`config.mk`:
```
export PLATFORM = sky130hd
export DESIGN_NAME = popcount20_weight_gen_flat
export DESIGN_NICKNAME = d
export VERILOG_FILES = /design/src/rtl/popcount20_weight_gen_pkg.sv /design/src/rtl/popcount20_weight_gen_if.sv /design/src/rtl/popcount20_weight_gen_next_comb.sv /design/src/rtl/popcount20_weight_gen.sv /design/src/flat_wrapper.sv
export SDC_FILE = /design/constraint.sdc
export NUM_CORES = 1
export LEC_CHECK = 0
export CAP_MARGIN = 20
export CORE_UTILIZATION = 45
export CTS_CLUSTER_DIAMETER = 200
export DETAILED_ROUTE_END_ITERATION = 8
export PLACE_DENSITY = 0.76
export SLEW_MARGIN = 20
export SYNTH_ARGS = -nofsm -noshare
export SYNTH_HDL_FRONTEND = slang
export SYNTH_HIERARCHICAL = 1
export SYNTH_SLANG_ARGS = --single-unit
```
`constraint.sdc`:
```
create_clock -name clk -period 4.9 [get_ports clk]
set_clock_uncertainty 0.1 [all_clocks]
set_input_delay 0.49 -clock clk [delete_from_list [all_inputs] [get_ports clk]]
set_output_delay 0.49 -clock clk [all_outputs]
set_load 0.02 [all_outputs]
```
`src/rtl/popcount20_weight_gen_pkg.sv`:
```
// Shared constants, state type and mask helpers for the fixed-weight vector generator.
package popcount_gen_pkg;

    localparam int N  = 20;
    localparam int CW = 5;
    localparam int IW = 18;

    typedef enum logic {
        IDLE = 1'b0,
        EMIT = 1'b1
    } state_e;

    // Lowest-valued vector of weight k: bits k-1 .. 0 set.
    function automatic logic [N-1:0] low_mask(input logic [CW-1:0] k);
        logic [N-1:0] m;
        for (int i = 0; i < N; i++) m[i] = (i < int'(k));
        return m;
    endfunction

    // Highest-valued vector of weight k: bits N-1 .. N-k set.
    function automatic logic [N-1:0] top_mask(input logic [CW-1:0] k);
        logic [N-1:0] m;
        for (int i = 0; i < N; i++) m[i] = (i >= N - int'(k));
        return m;
    endfunction

endpackage

```
`src/rtl/popcount20_weight_gen_if.sv`:
```
// Start/weight request and valid/ready vector stream of the weight generator.
interface popcount20_weight_gen_if;
    import popcount_gen_pkg::*;

    logic          start;
    logic [CW-1:0] weight;
    logic          busy;
    logic          err;
    logic          out_valid;
    logic          out_ready;
    logic [N-1:0]  out_vec;
    logic [CW-1:0] out_count;
    logic [IW-1:0] out_idx;
    logic          out_last;

    modport master (
        input  start, weight, out_ready,
        output busy, err, out_valid, out_vec, out_count, out_idx, out_last
    );

    modport slave (
        output start, weight, out_ready,
        input  busy, err, out_valid, out_vec, out_count, out_idx, out_last
    );

endinterface

```
`src/rtl/popcount20_weight_gen_next_comb.sv`:
```
// Gosper step: next larger N-bit vector with the same number of set bits.
module popcount_next_comb
    import popcount_gen_pkg::*;
(
    input  logic [N-1:0] vec_i,
    output logic [N-1:0] vec_o
);

    logic [N:0]    x;
    logic [N:0]    lsb;
    logic [N:0]    sum;
    logic [N:0]    tail;
    logic [N:0]    full;
    logic [CW-1:0] ctz;
    logic [CW:0]   sh;

    always_comb begin
        ctz = '0;
        for (int i = N - 1; i >= 0; i--) begin
            if (vec_i[i]) ctz = CW'(i);
        end
    end

    assign x    = {1'b0, vec_i};
    assign lsb  = x & (~x + {{N{1'b0}}, 1'b1});
    assign sum  = x + lsb;
    assign sh   = {1'b0, ctz} + (CW+1)'(2);
    assign tail = (x ^ sum) >> sh;
    assign full = sum | tail;

    // Stepping past the top combination carries out of N bits; report it as all-zero.
    assign vec_o = full[N] ? '0 : full[N-1:0];

endmodule

```
`src/rtl/popcount20_weight_gen.sv`:
```
// Enumerates all N-bit vectors of a requested weight in ascending order over valid/ready.
module popcount20_weight_gen
    import popcount_gen_pkg::*;
(
    input  logic                      clk,
    input  logic                      rst,
    popcount20_weight_gen_if.master   bus
);

    state_e        state_q;
    logic [CW-1:0] k_q;
    logic [N-1:0]  vec_q;
    logic [N-1:0]  vec_d;
    logic [IW-1:0] idx_q;
    logic          last_q;
    logic          err_q;

    popcount_next_comb u_next (
        .vec_i (vec_q),
        .vec_o (vec_d)
    );

    always_ff @(posedge clk) begin
        if (rst) begin
            state_q <= IDLE;
            k_q     <= '0;
            vec_q   <= '0;
            idx_q   <= '0;
            last_q  <= 1'b0;
            err_q   <= 1'b0;
        end else begin
            err_q <= 1'b0;
            case (state_q)
                IDLE: begin
                    if (bus.start) begin
                        if (bus.weight > CW'(N)) begin
                            err_q <= 1'b1;
                        end else begin
                            k_q     <= bus.weight;
                            vec_q   <= low_mask(bus.weight);
                            idx_q   <= '0;
                            last_q  <= (low_mask(bus.weight) == top_mask(bus.weight));
                            state_q <= EMIT;
                        end
                    end
                end
                EMIT: begin
                    if (bus.out_ready) begin
                        if (last_q) begin
                            last_q  <= 1'b0;
                            state_q <= IDLE;
                        end else begin
                            vec_q  <= vec_d;
                            idx_q  <= idx_q + IW'(1);
                            last_q <= (vec_d == top_mask(k_q));
                        end
                    end
                end
                default: state_q <= IDLE;
            endcase
        end
    end

    assign bus.out_valid = (state_q == EMIT);
    assign bus.busy      = (state_q == EMIT);
    assign bus.err       = err_q;
    assign bus.out_vec   = vec_q;
    assign bus.out_count = k_q;
    assign bus.out_idx   = idx_q;
    assign bus.out_last  = last_q;

endmodule
```
`src/flat_wrapper.sv`:
```
// flat-port wrapper written by rule: the top's interface ports become plain ports
module popcount20_weight_gen_flat import popcount_gen_pkg::*;
  (clk, rst, bus_start, bus_weight, bus_out_ready, bus_busy, bus_err, bus_out_valid, bus_out_vec, bus_out_count, bus_out_idx, bus_out_last);
  popcount20_weight_gen_if bus_i ();
  input  logic clk;
  input  logic rst;
  input wire logic [$bits(bus_i.start)-1:0] bus_start;
  input wire logic [$bits(bus_i.weight)-1:0] bus_weight;
  input wire logic [$bits(bus_i.out_ready)-1:0] bus_out_ready;
  output wire logic [$bits(bus_i.busy)-1:0] bus_busy;
  output wire logic [$bits(bus_i.err)-1:0] bus_err;
  output wire logic [$bits(bus_i.out_valid)-1:0] bus_out_valid;
  output wire logic [$bits(bus_i.out_vec)-1:0] bus_out_vec;
  output wire logic [$bits(bus_i.out_count)-1:0] bus_out_count;
  output wire logic [$bits(bus_i.out_idx)-1:0] bus_out_idx;
  output wire logic [$bits(bus_i.out_last)-1:0] bus_out_last;
  assign bus_i.start = bus_start;
  assign bus_i.weight = bus_weight;
  assign bus_i.out_ready = bus_out_ready;
  assign bus_busy = bus_i.busy;
  assign bus_err = bus_i.err;
  assign bus_out_valid = bus_i.out_valid;
  assign bus_out_vec = bus_i.out_vec;
  assign bus_out_count = bus_i.out_count;
  assign bus_out_idx = bus_i.out_idx;
  assign bus_out_last = bus_i.out_last;
  popcount20_weight_gen u_core (.clk(clk), .rst(rst), .bus(bus_i));
endmodule
```
---- Word level (Yosys, flattened, before mapping) ----
Cells that the tools add are included.
word-level totals
  register bits after elaboration ......... 46
  bits in latches ......................... 0
  bits in writable memories ............... 0
  ROM bits ................................ 0
  input bits .............................. 9
  output and inout port bits .............. 47
  word-level logic and storage cells ...... 133
  memories ................................ 0
cells by class
  $add $sub $neg .......................... 6
  multiply operators ...................... 0
  div/mod/pow operators ................... 0
  order comparisons ....................... 61
  eq/ne operators ......................... 6
  shift operators ......................... 1
  muxes and demuxes ....................... 42
  bitwise logic cells ..................... 7
  reductions and logical operators ........ 4
operators with widths
  cell                                                                count
  greater-or-equal comparator 5 x 32 -> 1 bit (first input constant)  16
  greater-or-equal comparator 4 x 32 -> 1 bit (first input constant)  8
  greater-or-equal comparator 6 x 32 -> 1 bit (first input constant)  8
  greater-or-equal comparator 3 x 32 -> 1 bit (first input constant)  4
  two-way mux 20 bit                                                  5
  two-way mux 5 bit                                                   20
  two-way mux 18 bit                                                  4
  greater-or-equal comparator 1 x 32 -> 1 bit (first input constant)  2
  greater-or-equal comparator 2 x 32 -> 1 bit (first input constant)  2
  == test 20 bit                                                      2
  less-than comparator 4 x 5 -> 1 bit (first input constant)          8
  one-hot mux 20 bit (2 select lines)                                 1
  one-hot mux 18 bit (2 select lines)                                 1
  adder 20 x 21 -> 21 bit                                             1
  adder 21 x 1 -> 21 bit (second input constant)                      1
  AND 20 x 21 -> 21 bit                                               1
  NOT 20 -> 21 bit                                                    1
  bitwise OR 21 bit                                                   1
  >> shifter 21 x 6 -> 21 bit                                         1
  XOR 20 x 21 -> 21 bit                                               1
  less-than comparator 3 x 5 -> 1 bit (first input constant)          4
  less-than comparator 5 bit (first input constant)                   4
  adder 18 x 1 -> 18 bit (second input constant)                      1
  subtractor 5 x 5 -> 6 bit (first input constant)                    2
  11 further kinds                                                    28

---- Longest topological paths before layout ----
  depth in word-level cells ............... 28
  mapped depth ............................ 19
  mapped depth without buffers ............ 16

---- Cells and area by module ----
The synthesis kept the hierarchy.
modules (own cells, without submodules)
  module                 times used  cells each  area each (um2)  sequential area each (um2)
  popcount20_weight_gen  1           473         3,393.3          920.9
  popcount_next_comb     1           401         2,473.6          0.0

---- Least setup slack after synthesis ----
No wires, ideal clock.
  kind .................................... flip-flop to flip-flop
  start ................................... reg u_core.vec_q[3] (netlist: u_core/bus.out_vec[3])
  end ..................................... reg u_core.last_q (netlist: u_core/bus.out_last)
  library setup time ...................... 60 ps
  data arrival time ....................... 3,626 ps
  data required time ...................... 4,740 ps
  setup slack ............................. 1,114 ps
  stages on the path, launching flop included .. 18
  buffers on the path ..................... 2
  period minus slack after synthesis ...... 3,786 ps
  path through ............................ dfxtp_1 > buf_2 > nor4_1 > o21ai_1 > o221a_2 > o31a_1 > buf_2 > nor3_1 > a21oi_1 > o311a_1 > nor2_1 > nor2b_1 > nor4b_1 > o31ai_1 > nor4_1 > o2111ai_1 > nor4_2 > a41o_1
on the way
  word-level cells in the longest chain between the ends .. 12
  elaborated cells between the ends (all ways) .. 17
  classes of those cells .................. 3 x add/sub; 1 x eq/ne; 1 x shift; 8 x mux; 4 x bitwise
RTL lines
  item                                                           line                                                                          text
  start, declared                                                popcount20_weight_gen.sv:12                                                   logic [N-1:0] vec_q;
  start signal, assigned                                         popcount20_weight_gen.sv:40                                                   vec_q <= low_mask(bus.weight);
  start signal, assigned                                         popcount20_weight_gen.sv:53                                                   vec_q <= vec_d;
  NOT 20 -> 21 bit or two-way mux 5 bit (tied branches)          popcount20_weight_gen_next_comb.sv:25, popcount20_weight_gen_next_comb.sv:20
  adder 21 x 1 -> 21 bit or two-way mux 5 bit (tied branches)    popcount20_weight_gen_next_comb.sv:25, popcount20_weight_gen_next_comb.sv:20
  AND 20 x 21 -> 21 bit or two-way mux 5 bit (tied branches)     popcount20_weight_gen_next_comb.sv:25, popcount20_weight_gen_next_comb.sv:20
  adder 20 x 21 -> 21 bit or two-way mux 5 bit (tied branches)   popcount20_weight_gen_next_comb.sv:26, popcount20_weight_gen_next_comb.sv:20
  XOR 20 x 21 -> 21 bit or adder 5 x 2 -> 6 bit (tied branches)  popcount20_weight_gen_next_comb.sv:28, popcount20_weight_gen_next_comb.sv:27
  >> shifter 21 x 6 -> 21 bit                                    popcount20_weight_gen_next_comb.sv:28                                         assign tail = (x ^ sum) >> sh;
  bitwise OR 21 bit (*)                                          popcount20_weight_gen_next_comb.sv:29                                         assign full = sum | tail;
  two-way mux 20 bit (*)                                         popcount20_weight_gen_next_comb.sv:32                                         assign vec_o = full[N] ? '0 : full[N-1:0];
  named net u_core.vec_d[16]                                     popcount20_weight_gen.sv:13                                                   logic [N-1:0] vec_d;
  == test 20 bit (*)                                             popcount20_weight_gen.sv:55                                                   last_q <= (vec_d == top_mask(k_q));
  two-way mux 1 bit (*)                                          popcount20_weight_gen.sv:49                                                   if (last_q) begin
  two-way mux 1 bit (*)                                          popcount20_weight_gen.sv:48                                                   if (bus.out_ready) begin
  one-hot mux 1 bit (2 select lines) (*)                         popcount20_weight_gen.sv:33                                                   case (state_q)
  end signal, assigned                                           popcount20_weight_gen.sv:42                                                   last_q <= (low_mask(bus.weight) == top_mask(bus.weight));
  end signal, assigned                                           popcount20_weight_gen.sv:55
  end, declared                                                  popcount20_weight_gen.sv:15                                                   logic last_q;
The timed path passes the listed nets; every way through them passes the cells marked *. The select of a mux whose other input is x is not followed.
A chain may end at the register's enable or synchronous reset.

---- Worst setup path in the final report ----
  start ................................... reg u_core.vec_q[7] (netlist: u_core/bus.out_vec[7])
  end ..................................... reg u_core.last_q (netlist: u_core/bus.out_last)
on the way
  word-level cells in the longest chain between the ends .. 16
  elaborated cells between the ends (all ways) .. 21
  classes of those cells .................. 3 x add/sub; 1 x eq/ne; 1 x shift; 12 x mux; 4 x bitwise
RTL lines
  item                                                             line
  branches (longest 10 deep; another with adder 21 x 1 -> 21 bit)  --
  bitwise OR 21 bit (*)                                            popcount20_weight_gen_next_comb.sv:29
  two-way mux 20 bit (*)                                           popcount20_weight_gen_next_comb.sv:32
  named net u_core.vec_d[13]                                       popcount20_weight_gen.sv:13
  == test 20 bit (*)                                               popcount20_weight_gen.sv:55
  two-way mux 1 bit (*)                                            popcount20_weight_gen.sv:49
  two-way mux 1 bit (*)                                            popcount20_weight_gen.sv:48
  one-hot mux 1 bit (2 select lines) (*)                           popcount20_weight_gen.sv:33
Mark *: on every way through the listed nets, which the timed path passes. The select of a mux whose other input is x is not followed.

==> run metrics <==
average detailed-routed wire length per instance=19.0 microns; die outline area=0.0135 sq mm; R2R depth=14; power density of the placed cells=336 mW/mm^2; post-synth top area cell=dfxtp_1; growth of design area from synthesis to finish=12.5%; Worst path max stage delay=580 ps; run status=complete, no violations; Max rail drop VDD=0.166 mV; minimum period implied by the final worst setup slack=4470 ps; distinct cell type count of the synthesized netlist=88; top cell type's share of synthesized area=0.157; critical path data required time=5040 ps; summed instance area of the synthesized netlist=0.00587 sq mm; layout cell share with drive strength beyond 1=0.0789; sum of negative setup slack=0 ps; clock buffers created by TritonCTS=5; cell-by-cell listing of the critical path=nor4_4, a21oi_1, nor3_2, a21o_1, a41o_1, mux2i_1, nor2_1, o21ai_1, o21ai_1, a311oi_1, a2111oi_2, nand3_1, nor4_2, a41o_1; antenna violations before repair=0; most instantiated cells after synthesis=113 x nor2_1, 93 x nand2_1, 77 x a21oi_1; sequential element share of the synthesized area=0.157; reg-to-reg critical path endpoint=u_core/bus.out_last; maximum level of the CTS H-tree=2; Hold Vio Cnt, Final=0; Avg Cell Area, Syn=6.71 sq um; simple-gate portion of the synthesized area=0.337; CORE AREA=0.0127 sq mm; worst hold path stage count=2; Worst-Margin Slew=899 ps; number of synthesis warnings=6; maximum number of pins on one net before global-route repair=42; Area after DPL=0.00645 sq mm; Worst path slowest cell=nor4_4; post-DP HPWL=14.9 mm; fmax=224 MHz; number of pins exceeding their max-slew limit in the final report=0; worst flop-to-flop path startpoint=u_core/bus.out_vec[7]; top cells by area in the synthesized netlist=dfxtp_1 16%, nor2_1 7.2%, a21oi_1 6.6%, nand2_1 6.0%, o21ai_0 4.8%; die extent in x=116 microns; crit end category=flip-flop; Final ANT Viol Nets=0; launch point of the worst hold path=u_core/bus.out_idx[4]; PostCTS Resize Cnt=0; total placed cells including tap cells=1051; Post-CTS Setup Inserts=0; combinational family with the most area after synthesis=compound AO/OA/AOI/OAI gates; number of global-route vias before repair=5954; data arrival time of the worst path=4610 ps; TritonCTS clock tree=done; RSZ-0062 raised after global routing=false; area share of xor/xnor cells in the synthesized design=0.0358; Die Y=116 microns; global-route total usage across every layer=0.297; complex-gate fraction of the synthesized area=0.353; hold buffer count at cts=0; flops & latches, synth=46; dominant delay contributor by cell family on the critical path=compound AO/OA/AOI/OAI gates; Post-synth EDFFs=0; Final Net Count=903; min-delay worst type=reg -> reg; maximum net fanout on the critical path=14; vias per std cell=6.60; root cell of the clock tree=clkbuf_16; leading register cell type out of synthesis=dfxtp_1; FF-to-FF setup slack=430 ps; initial core utilization=0.463; number of sinks on the clock net=46; wire length reported by the detailed router=20.2 mm; Net Count, Synth=891; total number of placement rows=41; GR Overflow Total=0; source-to-sink clock delay at the later pin of the worst-skew pair=300 ps; overall power of the completed layout=2.21 mW; Post-route DRC=0; count of input and output buffers=55; deepest clock path buffer count=2; share of the clock period used by the worst path=0.913; share of synthesized cell area in full adder, half adder and majority cells=0.0171; final estimated routing congestion in global placement=0.965; routed via count=6990; post-CTS clock slew at the launch and capture registers of the worst setup and hold paths=70 ps; total I/O pin count=56; max-cap violations=0; final-report setup violation count=0; Worst Hold End=u_core/bus.out_idx[4]; portion of netlist area occupied by mux cells=0.0256; cell count after synthesis=874; post-route design area=0.00660 sq mm; cell leakage power=2.32 nW; top-count cell post-synth=nor2_1; Initial DRC Count=908; Startpoint Class=flip-flop; post-synthesis async set-or-reset flop share=0; Inserted Diodes=0; wire length of the first global-routing pass=31.5 mm; worst slew slack as a fraction of its limit=0.400; Layout Cells excl Fill=1059; Critical path buffers and inverters=0; Pre-antenna DRT Iters=5; class of the most critical setup path=reg -> reg
## layout by cell type, fill, tap and decap left out, types with 20 or more instances in the layout
master	netlist	layout
a21oi_1	77	77
o21ai_0	56	55
nor2_1	113	113
dfxtp_1	46	46
nand3_1	27	27
clkdlybuf4s50_1	0	55
nand2_1	93	93
buf_4	5	20
nor3_1	28	28
inv_1	26	26
## worst max path at each step
| stage | start | endpoint | slack (ps) | cells after the start |
|---|---|---|---|---|
| finish | u_core/bus.out_vec[7] | u_core/bus.out_last | 430 | 14 |
| global route | u_core/bus.out_vec[1] | u_core/bus.out_last | 40 | 15 |
| CTS | u_core/bus.out_vec[7] | u_core/bus.out_last | 530 | 14 |
| detailed placement | u_core/bus.out_vec[7] | u_core/bus.out_last | 580 | 14 |
| global placement | u_core/bus.out_vec[7] | u_core/bus.out_last | 540 | 14 |
| floorplan | u_core/bus.out_vec[3] | u_core/bus.out_last | 1110 | 17 |
## power breakdown
part	internal, mW	leakage (nW)	switching [mW]
sequential	0.396	0.375	0.0791
combinational	0.486	1.87	0.892
clock	0.195	0.0752	0.166
total	1.08	2.32	1.14
## cell families (layout without fill, tap and decap cells)
logic type / Yosys count / in the layout
DFF: 46 / 46
AOI/OAI and AO/OA: 301 / 301
and+or+nand+nor: 383 / 383
muxes: 15 / 15
adders and majority gates: 8 / 8
buffers and inverters: 97 / 110
xor gates and xnor gates: 24 / 24
## stage by stage
stage | setup WS (ps) | hold slack (ps) | util
after floorplan | 1110 | 439 | -
after global placement | 535 | 395 | 0.509
after detailed placement | 582 | 395 | 0.509
after CTS | 530 | 407 | 0.521
after global routing | 40.8 | 448 | 0.521
final | 428 | 409 | 0.521
## per-layer routing
metal | global-route usage | vias up | wire [microns]
li1 | - | 3273 | -
met4 | 0.121 | 0 | 773
met2 | 0.449 | 431 | 8660
met1 | 0.420 | 3233 | 8790
met3 | 0.0457 | 53 | 1950
met5 | 0 | - | 0
## area by class of cell
class,count,area (sq um)
Multi-Input combinational cell,731,4510
Timing Repair Buffer,75,701
Sequential cell,46,921
Clock buffer,5,125
Inverter,27,101
Tap cell,172,215
Fill cell,1294,6070
Clock inverter,3,26.3
## flip-flops by register name, indices dropped and copies added (netlist names)
signal,cells
u_core/bus.out_last,1
u_core/bus.busy,1
u_core/bus.out_idx,18
u_core/bus.out_count,5
u_core/bus.out_vec,20
u_core/bus.err,1
## worst reg2reg max path, cell delays in order, from the launching register on
cell and delay [ps]:
dfxtp_1 470, nor4_4 580, a21oi_1 200, nor3_2 340, a21o_1 230, a41o_1 460
mux2i_1 190, nor2_1 270, o21ai_1 130, o21ai_1 330, a311oi_1 120, a2111oi_2 380
nand3_1 140, nor4_2 290, a41o_1 190
Note: power is estimated with default switching activity, not from simulation.
